**src/rtl/vga_scan_if.sv**
```systemverilog
// ---------------------------------------------------------------------------
// vga_scan_if
//   Bundles the signals between the VGA scan generator, the pixel renderer
//   and the VGA connector.
//
//   master modport (scan generator):
//      x, y        out  current scan position handed to the renderer
//      r, g, b     in   renderer colour for (x, y), combinational in x/y
//      vgaR/G/B    out  registered colour to the DAC
//      hsync/vsync out  registered sync pulses
//      visible     out  scan position lies inside the active picture
//      frameStart  out  one-clk pulse on the wrap to (0,0)
//   slave modport (renderer / observer): mirror image of master.
// ---------------------------------------------------------------------------
interface vga_scan_if;
   logic [10:0] x;
   logic [10:0] y;
   logic [2:0]  r;
   logic [2:0]  g;
   logic [2:0]  b;
   logic [2:0]  vgaR;
   logic [2:0]  vgaG;
   logic [2:0]  vgaB;
   logic        hsync;
   logic        vsync;
   logic        visible;
   logic        frameStart;

   modport master (
      output x, y, vgaR, vgaG, vgaB, hsync, vsync, visible, frameStart,
      input  r, g, b
   );

   modport slave (
      input  x, y, vgaR, vgaG, vgaB, hsync, vsync, visible, frameStart,
      output r, g, b
   );
endinterface

```
**src/rtl/vga_scan_generator.sv**
```systemverilog
// ---------------------------------------------------------------------------
// vga_scan_generator
//   Generates VGA raster timing (640x480@60 by default), presents the current
//   scan position to a combinational renderer and registers the returned
//   colour together with hsync/vsync, so colour and sync leave the chip in the
//   same register stage and stay pixel-aligned.
//
//   Ports:
//      clk   in   system clock
//      rst   in   asynchronous reset, active-high
//      scan  master side of vga_scan_if (x/y out, r/g/b in, DAC/sync out)
// ---------------------------------------------------------------------------
module vga_scan_generator #(
   parameter int CLK_DIV   = 2,
   parameter int H_VISIBLE = 640,
   parameter int H_FRONT   = 16,
   parameter int H_SYNC    = 96,
   parameter int H_BACK    = 48,
   parameter int V_VISIBLE = 480,
   parameter int V_FRONT   = 10,
   parameter int V_SYNC    = 2,
   parameter int V_BACK    = 33,
   parameter bit SYNC_POL  = 1'b0
) (
   input  logic       clk,
   input  logic       rst,
   vga_scan_if.master scan
);

   localparam int H_TOTAL = H_VISIBLE + H_FRONT + H_SYNC + H_BACK;
   localparam int V_TOTAL = V_VISIBLE + V_FRONT + V_SYNC + V_BACK;

   localparam logic [10:0] H_LAST     = 11'(H_TOTAL - 1);
   localparam logic [10:0] V_LAST     = 11'(V_TOTAL - 1);
   localparam logic [10:0] H_VIS      = 11'(H_VISIBLE);
   localparam logic [10:0] V_VIS      = 11'(V_VISIBLE);
   localparam logic [10:0] H_SYNC_BEG = 11'(H_VISIBLE + H_FRONT);
   localparam logic [10:0] H_SYNC_END = 11'(H_VISIBLE + H_FRONT + H_SYNC);
   localparam logic [10:0] V_SYNC_BEG = 11'(V_VISIBLE + V_FRONT);
   localparam logic [10:0] V_SYNC_END = 11'(V_VISIBLE + V_FRONT + V_SYNC);

   // A one-bit divider is kept even for CLK_DIV=1; its terminal value is then
   // 0, so it never leaves 0 and tick stays permanently high.
   localparam int              DIV_W    = (CLK_DIV > 1) ? $clog2(CLK_DIV) : 1;
   localparam logic [DIV_W-1:0] DIV_LAST = DIV_W'(CLK_DIV - 1);

   logic [DIV_W-1:0] div_q, div_d;
   logic [10:0]      h_count_q, h_count_d;
   logic [10:0]      v_count_q, v_count_d;
   logic [2:0]       red_q, red_d;
   logic [2:0]       green_q, green_d;
   logic [2:0]       blue_q, blue_d;
   logic             hsync_q, hsync_d;
   logic             vsync_q, vsync_d;
   logic             tick;
   logic             visible;
   logic             h_wrap;
   logic             v_wrap;

   always_comb begin
      tick      = (div_q == DIV_LAST);
      div_d     = tick ? '0 : div_q + DIV_W'(1);

      h_wrap    = (h_count_q == H_LAST);
      v_wrap    = (v_count_q == V_LAST);
      h_count_d = h_wrap ? 11'd0 : h_count_q + 11'd1;
      v_count_d = v_count_q;
      if (h_wrap) begin
         v_count_d = v_wrap ? 11'd0 : v_count_q + 11'd1;
      end

      visible   = (h_count_q < H_VIS) && (v_count_q < V_VIS);

      // Output stage samples the position currently on x/y, i.e. before the
      // counters advance on this tick, which gives the one-pixel latency.
      red_d     = visible ? scan.r : 3'd0;
      green_d   = visible ? scan.g : 3'd0;
      blue_d    = visible ? scan.b : 3'd0;
      hsync_d   = ((h_count_q >= H_SYNC_BEG) && (h_count_q < H_SYNC_END)) ? SYNC_POL : ~SYNC_POL;
      vsync_d   = ((v_count_q >= V_SYNC_BEG) && (v_count_q < V_SYNC_END)) ? SYNC_POL : ~SYNC_POL;
   end

   always_ff @(posedge clk or posedge rst) begin
      if (rst) begin
         div_q     <= '0;
         h_count_q <= 11'd0;
         v_count_q <= 11'd0;
         red_q     <= 3'd0;
         green_q   <= 3'd0;
         blue_q    <= 3'd0;
         hsync_q   <= ~SYNC_POL;
         vsync_q   <= ~SYNC_POL;
      end else begin
         div_q <= div_d;
         if (tick) begin
            h_count_q <= h_count_d;
            v_count_q <= v_count_d;
            red_q     <= red_d;
            green_q   <= green_d;
            blue_q    <= blue_d;
            hsync_q   <= hsync_d;
            vsync_q   <= vsync_d;
         end
      end
   end

   assign scan.x          = h_count_q;
   assign scan.y          = v_count_q;
   assign scan.vgaR       = red_q;
   assign scan.vgaG       = green_q;
   assign scan.vgaB       = blue_q;
   assign scan.hsync      = hsync_q;
   assign scan.vsync      = vsync_q;
   assign scan.visible    = visible;
   assign scan.frameStart = tick && h_wrap && v_wrap;

endmodule

```
**src/flat_wrapper.sv**
```systemverilog
// flat-port wrapper written by rule: the top's interface ports become plain ports
module vga_scan_generator_flat 
#(
   parameter int CLK_DIV   = 2,
   parameter int H_VISIBLE = 640,
   parameter int H_FRONT   = 16,
   parameter int H_SYNC    = 96,
   parameter int H_BACK    = 48,
   parameter int V_VISIBLE = 480,
   parameter int V_FRONT   = 10,
   parameter int V_SYNC    = 2,
   parameter int V_BACK    = 33,
   parameter bit SYNC_POL  = 1'b0
)
  (clk, rst, scan_x, scan_y, scan_vgaR, scan_vgaG, scan_vgaB, scan_hsync, scan_vsync, scan_visible, scan_frameStart, scan_r, scan_g, scan_b);
  vga_scan_if scan_i ();
  input  logic clk;
  input  logic rst;
  output wire logic [$bits(scan_i.x)-1:0] scan_x;
  output wire logic [$bits(scan_i.y)-1:0] scan_y;
  output wire logic [$bits(scan_i.vgaR)-1:0] scan_vgaR;
  output wire logic [$bits(scan_i.vgaG)-1:0] scan_vgaG;
  output wire logic [$bits(scan_i.vgaB)-1:0] scan_vgaB;
  output wire logic [$bits(scan_i.hsync)-1:0] scan_hsync;
  output wire logic [$bits(scan_i.vsync)-1:0] scan_vsync;
  output wire logic [$bits(scan_i.visible)-1:0] scan_visible;
  output wire logic [$bits(scan_i.frameStart)-1:0] scan_frameStart;
  input wire logic [$bits(scan_i.r)-1:0] scan_r;
  input wire logic [$bits(scan_i.g)-1:0] scan_g;
  input wire logic [$bits(scan_i.b)-1:0] scan_b;
  assign scan_x = scan_i.x;
  assign scan_y = scan_i.y;
  assign scan_vgaR = scan_i.vgaR;
  assign scan_vgaG = scan_i.vgaG;
  assign scan_vgaB = scan_i.vgaB;
  assign scan_hsync = scan_i.hsync;
  assign scan_vsync = scan_i.vsync;
  assign scan_visible = scan_i.visible;
  assign scan_frameStart = scan_i.frameStart;
  assign scan_i.r = scan_r;
  assign scan_i.g = scan_g;
  assign scan_i.b = scan_b;
  vga_scan_generator #(.CLK_DIV(CLK_DIV), .H_VISIBLE(H_VISIBLE), .H_FRONT(H_FRONT), .H_SYNC(H_SYNC), .H_BACK(H_BACK), .V_VISIBLE(V_VISIBLE), .V_FRONT(V_FRONT), .V_SYNC(V_SYNC), .V_BACK(V_BACK), .SYNC_POL(SYNC_POL)) u_core (.clk(clk), .rst(rst), .scan(scan_i));
endmodule
```
**config.mk**
```make
export PLATFORM = sky130hd
export DESIGN_NAME = vga_scan_generator_flat
export DESIGN_NICKNAME = d
export VERILOG_FILES = /design/src/rtl/vga_scan_if.sv /design/src/rtl/vga_scan_generator.sv /design/src/flat_wrapper.sv
export SDC_FILE = /design/constraint.sdc
export NUM_CORES = 1
export LEC_CHECK = 0
export ABC_CLOCK_PERIOD_IN_PS = 2200
export CAP_MARGIN = 20
export CORE_MARGIN = 10
export CORE_UTILIZATION = 30
export CTS_CLUSTER_SIZE = 28
export DETAILED_ROUTE_END_ITERATION = 8
export GPL_TIMING_DRIVEN = 0
export PLACE_DENSITY = 0.63
export SYNTH_ARGS = -nofsm -noshare
export SYNTH_HDL_FRONTEND = slang
export SYNTH_SLANG_ARGS = --single-unit
```
**constraint.sdc**
```tcl
create_clock -name clk -period 2.2 [get_ports clk]
set_clock_uncertainty 0.1 [all_clocks]
set_input_delay 0.44 -clock clk [delete_from_list [all_inputs] [get_ports clk]]
set_output_delay 0.44 -clock clk [all_outputs]
set_load 0.05 [all_outputs]
```
==> results of run 1 <==
[state kept, by name, summed over array words and instances, names as in the netlist]
| name | count |
|---|---|
| u_core.div_q | 1 |
| u_core.scan.hsync | 1 |
| u_core.scan.vgaB | 3 |
| u_core.scan.vgaG | 3 |
| u_core.scan.vgaR | 3 |
| u_core.scan.vsync | 1 |
| u_core.scan.x | 11 |
| u_core.scan.y | 11 |
[routing by layer]
| layer | up-vias | GRT usage [%] | share of wire, % |
|---|---|---|---|
| met5 | - | 0 | 0 |
| met4 | 0 | 3.56 | 0.80 |
| met3 | 4 | 4.71 | 7.6 |
| met2 | 37 | 16.5 | 48 |
| met1 | 702 | 12.0 | 43 |
| li1 | 740 | - | - |
[Yosys cell counts (all sizes together)]
master / n
a21o: 1
a21oi: 4
a22o: 5
a31oi: 1
and2: 3
and3: 4
and4: 5
buf: 4
clkbuf: 5
dfrtp: 32
dfstp: 2
ha: 3
inv: 9
mux2i: 2
nand2: 15
nand3: 9
nand4: 7
nand4b: 1
nor2: 13
nor3: 4
nor3b: 3
nor4: 2
nor4b: 2
nor4bb: 1
o21ai: 11
o2bb2ai: 10
or4: 2
xnor2: 3
xor2: 6
[path summary, 6_finish.rpt]
kind	endpoint	slack [ns]	startpoint	cells past startpoint
worst max-delay path	scan_frameStart	0.03	u_core.scan.y[0]$_DFFE_PP0P_	6
worst min-delay path	u_core.scan.vgaG[1]$_DFFE_PP0P_	0.40	u_core.scan.vgaG[1]$_DFFE_PP0P_	1
worst max register to register	u_core.scan.y[7]$_DFFE_PP0P_	0.07	u_core.scan.y[0]$_DFFE_PP0P_	11
worst min register to register	u_core.scan.vgaG[1]$_DFFE_PP0P_	0.40	u_core.scan.vgaG[1]$_DFFE_PP0P_	1
max in group asynchronous	u_core.scan.hsync$_DFFE_PP1P_	0.99	rst	3
min in group asynchronous	u_core.scan.x[8]$_DFFE_PP0P_	0.42	rst	2
[power breakdown]
part	switching (mW)	internal, mW
logic	0.0538	0.0383
registers	0.00501	0.633
clock network	0.227	0.483
[worst max-delay path, delay by kind of cell, from the launching register on]
| family | cells | cell delay, ns |
|---|---|---|
| buf+inv | 2 | 0.23 |
| fa+ha+maj | 1 | 0.12 |
| simple gates | 3 | 0.58 |
| flops | 1 | 0.41 |
[area by class of cell]
class / instances / area (sq um) / share of cell area [%]
Clock buffer: 6 / 82.6 / 3.18
Timing Repair Buffer: 59 / 591 / 22.8
Inverter: 9 / 33.8 / 1.30
Buffer: 9 / 53.8 / 2.07
Multi-Input combinational cell: 117 / 826 / 31.8
Clock inverter: 2 / 60.1 / 2.31
Sequential cell: 34 / 858 / 33.1
Tap cell: 72 / 90.1 / 3.47
[kinds of logic (layout without fill, tap and decap cells)]
kind of cell,count (synthesis),after routing,synth area share [%]
buffers and inverters,18,85,5.11
XOR/XNOR,9,9,4.60
AND/OR/NAND/NOR,71,71,24.3
adder cells (fa/ha/maj),3,3,2.19
multiplexers,2,2,1.17
AO/OA/AOI/OAI,32,32,12.9
flip-flops,34,34,49.7
[what timing repair did]
| item | 4_1_cts | 5_1_grt |
|---|---|---|
| pin swaps | 3 | 3 |
| buffers inserted | 12 | 1 |
| endpoints found under the setup margin | 3 | 11 |
| gates resized for setup | 18 | 15 |
[metrics by stage]
step | util, % | cells | setup TNS [ns]
final | 46.8 | 308 | 0
after global routing | 46.8 | 308 | -0.0481
after global placement | 40.9 | 286 | -1.04
after CTS | 45.9 | 307 | 0
after floorplan | - | 169 | 0
after detailed placement | 41.4 | 287 | -1.01
==> impl_results.md, run 1 <==
- Run status: finished clean
- CTS Root Cell: clkbuf_8
- Syn Area/Cell: 10.2 sq um
- Hold slack: 0.395 ns
- GPL Wtd Cong: 0.861
- Placement-stage worst setup slack: -0.594 ns
- FF+latch count, synth: 34
- DRT antenna net count: 0
- Std-Cell Rows: 27
- Syn Inst Count: 169
- Clock Sinks: 34
- Vias per cell: 4.81
- Core Area: 5540 sq um
- GR Util All Layers: 10.3%
- Die area: 9140 sq um
- Critical Path, Cell by Cell: inv_2, ha_4, nor4b_4, nand4_1, nor2_4, buf_8
- Vias in the first global route: 1,534
- Total grt overflow: 0
- Post-route clock period utilization: 98.6%
- Net Count, Synth: 183
- CTS buffer count: 5
- CTS H-tree lvls: 2
- CTS clk-pin slew, worst paths: 0.07 ns
- RSZ-0062 raised after global routing: yes
- Hold Path Class: reg -> reg
- Setup ws final: 0.0314 ns
- Synth top area share: 46.7%
- Critical Path Max Stage Delay: 0.41 ns
- Die Height: 95.6 microns
- Max_cap viols: 0
- Nets: 249
- Largest net degree at the start of global routing: 22
- Cell Area, Synth: 1720 sq um
- CP Data Arrival Time: 1.63 ns
- DR pass1 iterations: 4
- Fillers: 536
- Unique masters post-synth: 36
- Share of the yosys chip area belonging to registers: 49.7%
- Most common cell after layout, fill and taps aside: clkdlybuf4s50_1
- Initial core utilization: 31.0%
- Final WL: 4480 microns
- Diode count: 0
- Synth top area cells: dfrtp_1, o2bb2ai_1, nand2_1
- Worst vdd ir: 0.467 mV
- Worst setup EP type: output port
- Most frequent cells in the layout: clkdlybuf4s50_1, dfrtp_1, nand2_1, buf_4, nor2_1
- Min Tclk post-route: 2.17 ns
- Total power: 1.44 mW
- Clk buf depth: 2
- Synth warn: 0
- # IOs: 46
- CP Launch Type: flip-flop
- Max_slew headroom: 60.0%
- Dominant cell type by area after synthesis: dfrtp_1
- Hold_buf cts: 0
- Post-route cell area: 2590 sq um
- Area Growth Syn to Fin: 51.3%
- Dpl cell area: 2300 sq um
- Pwr dens: 555 nW/um^2
- WL/cell: 14.5 microns
- Layout cells sized above 1: 20.3%
- CTS tree: done
- Die X: 95.6 microns
- Initial antenna violation count: 0
- Fmax: 461 MHz
- Max stage delay cell, worst path: dfrtp_2
- IO Port Bufs: 45
- Static Leak: 1.15 nW
- DPL Wire Length: 3180 microns
- First-pass GRT wire length: 7440 microns
- Worst skew pair latency: 0.28 ns
- Number of vias in the routed layout: 1,483
- DR iter-0 viols: 88
- Endpoints failing setup: 0
- CP Data Required Time: 1.66 ns
- Pins Over Slew Limit: 0
- Tightest Pin Transition: 0.600 ns
- DRC Markers: 0
- Crit Path Class: reg -> out
- Max FO, Critical Path: 3
- Final hold violations: 0
(Power assumes the default switching activity.)
==> run 2: changes to the inputs <==
Settings changed: ABC_CLOCK_PERIOD_IN_PS 2200 to 2000.
Clock period 2.2 ns to 2 ns, I/O delays scaled along.
==> run 2 against run 1 <==
- the flow now finishes with violations (setup timing)
- total power grew 0.16%
- register-to-register slack hardly changed
- non-clock buffer count down 2
- sequential share of layout area is 0.93 points higher
- utilization is 0.68 points lower
- count of clock-buffer cells in the layout is 1 lower
- worst setup slack worse by 0.18 ns
- sequential power up 9.9%
- clock power decreased by 9.7%
- combinational power grew 9%
- global-route usage fell by 0.21 points
- critical path type unchanged
- critical endpoint unchanged
- highest routed layer unchanged
==> impl_results.md, run 2 (same netlist as run 1, synthesis figures left out) <==
- Max FO, Critical Path: 3
- CTS Root Cell: clkbuf_8
- Fillers: 544
- Clock Sinks: 34
- Clk buf depth: 2
- CTS buffer count: 5
- Area Growth Syn to Fin: 49.1%
- Final WL: 4610 microns
- Vias in the first global route: 1,494
- CP Data Arrival Time: 1.65 ns
- CP delay by family, top: simple AND/OR/NAND/NOR gates
- Max stage delay cell, worst path: dfrtp_2
- Initial core utilization: 31.0%
- Number of vias in the routed layout: 1,505
- Reg area: 870 sq um
- Setup ws final: -0.150 ns
- Most common cell after layout, fill and taps aside: dlygate4sd2_1
- Static Leak: 1.18 nW
- CP Data Required Time: 1.50 ns
- # IOs: 46
- FF-to-FF path depth: 9
- Initial antenna violation count: 0
- Tightest Pin Transition: 0.600 ns
- First-pass GRT wire length: 7290 microns
- Die X: 95.6 microns
- Buf/Inv on CP: 2
- Max_cap viols: 0
- Die area: 9140 sq um
- DPL Wire Length: 3200 microns
- R2R Setup Slk: 0.06 ns
- DRT antenna net count: 0
- Total power: 1.44 mW
- Vias per cell: 4.92
- Largest net degree at the start of global routing: 22
- Critical Path Source: u_core.scan.y[0]$_DFFE_PP0P_
- GR Util All Layers: 10.1%
- Worst skew pair latency: 0.29 ns
- FF-to-FF End: u_core.scan.y[6]$_DFFE_PP0P_
- IO Port Bufs: 45
- Hold_buf cts: 0
- CP Launch Type: flip-flop
- Max_slew headroom: 60.0%
- DR pass1 iterations: 4
- Worst setup EP type: output port
- Reg2reg start: u_core.scan.y[0]$_DFFE_PP0P_
- Nets: 247
- Failing checks: setup timing
- Worst vdd ir: 0.314 mV
- Die Height: 95.6 microns
- GPL Wtd Cong: 0.787
- DR iter-0 viols: 99
- Hold Path Class: in -> async
- Placed insts: 287
- Critical Path Max Stage Delay: 0.42 ns
- Critical path depth: 6
- WL/cell: 15.1 microns
- Min Tclk post-route: 2.15 ns
- Run status: finished, violations left
- Layout cells sized above 1: 24.4%
- Hold slack: 0.380 ns
- Std-Cell Rows: 27
- Pwr dens: 564 nW/um^2
- Fmax: 465 MHz
- Crit Path Class: reg -> out
- CTS clk-pin slew, worst paths: 0.07 ns
- Area of the multi-input gates: 833 sq um
- CTS tree: done
- RSZ-0062 raised after global routing: yes
- Final hold violations: 0
- Diode count: 0
- Most frequent cells in the layout: dlygate4sd2_1, dfrtp_1, nand2_1
- DRC Markers: 0
- Total grt overflow: 0
- Crit path to: scan_frameStart
- Endpoints failing setup: 1
- CTS H-tree lvls: 2
- Post-Layout Cell Count: 306
- Pins Over Slew Limit: 0
- Critical Path, Cell by Cell: inv_2, ha_4, nor4b_4, nand4_1, nor2_4, buf_8
- Post-route clock period utilization: 107%
- Core Area: 5540 sq um
run 2: cell count changes in the layout (fill, tap and decap cells not counted), sizes merged:
cell / before / now
buf: 20 / 19
bufinv: 2 / 1
clkbuf: 11 / 9
clkdlybuf4s50: 34 / 13
clkinvlp: 0 / 2
dlygate4sd2: 2 / 22
dlymetal6s2s: 7 / 8
run 2: worst min path at each step:
stage          cells past startpoint                               to  slack, ns                       startpoint
2_1_floorplan                      1           u_core.div_q$_DFF_PP0_       0.44                              rst
3_3_place_gp                       1  u_core.scan.vgaR[1]$_DFFE_PP0P_       0.37  u_core.scan.vgaR[1]$_DFFE_PP0P_
3_5_place_dp                       1  u_core.scan.vgaG[1]$_DFFE_PP0P_       0.37  u_core.scan.vgaG[1]$_DFFE_PP0P_
4_1_cts                            1  u_core.scan.vgaG[2]$_DFFE_PP0P_       0.40  u_core.scan.vgaG[2]$_DFFE_PP0P_
5_1_grt                            1  u_core.scan.vgaG[0]$_DFFE_PP0P_       0.41  u_core.scan.vgaG[0]$_DFFE_PP0P_
6_report                           2     u_core.scan.y[3]$_DFFE_PP0P_       0.38                              rst
run 2: cell type report:
cell class                 count  area share [%]
inverter                       9            1.32
clock inverter                 3            1.76
timing repair buffer          58            22.2
clock buffer                   5            2.69
sequential                    34            34.0
buffer                         8            1.96
multi-input combinational    117            32.6
tap                           72            3.52
run 2: through the flow:
| stage | util (%) | cell area [sq um] | setup TNS, ns | setup slack, ns |
|---|---|---|---|---|
| after global placement | 41.4 | 2300 | -4.60 | -0.622 |
| final | 46.2 | 2560 | -0.150 | -0.150 |
| after detailed placement | 41.9 | 2320 | -1.17 | -0.609 |
| after floorplan | - | 1760 | -0.0431 | -0.0431 |
| after CTS | 44.7 | 2480 | -0.251 | -0.179 |
| after global routing | 46.2 | 2560 | -0.383 | -0.248 |
run 2: power breakdown:
part	internal, mW	leakage, nW	switching (mW)
Clock	0.371	0.0504	0.271
Sequential	0.696	0.414	0.00497
Combinational	0.0413	0.715	0.0588
run 2: worst register-to-register path: stages, from the launching register on:
cell and delay (ns):
dfrtp_2 0.42, inv_2 0.10, ha_4 0.14, nor4b_4 0.19
nand4_1 0.20, buf_4 0.20, buf_4 0.12, buf_4 0.14
a21oi_1 0.14, o21ai_1 0.08
run 2: routing by layer:
metal / global-route usage (%) / part of all wire (%) / up-vias / wire length (microns)
met5: 0 / 0 / - / 0
met4: 3.69 / 1.2 / 0 / 54
met3: 4.79 / 8.6 / 7 / 395
met2: 15.5 / 47 / 49 / 2150
met1: 12.2 / 44 / 707 / 2010
li1: - / - / 742 / -
run 2: timing repair:
item,CTS,global route
gates cloned,0,0
resized for setup,39,16
setup endpoints to repair,24,16
pin swaps,3,5
buffers inserted,7,7
endpoints found under the hold margin,0,0
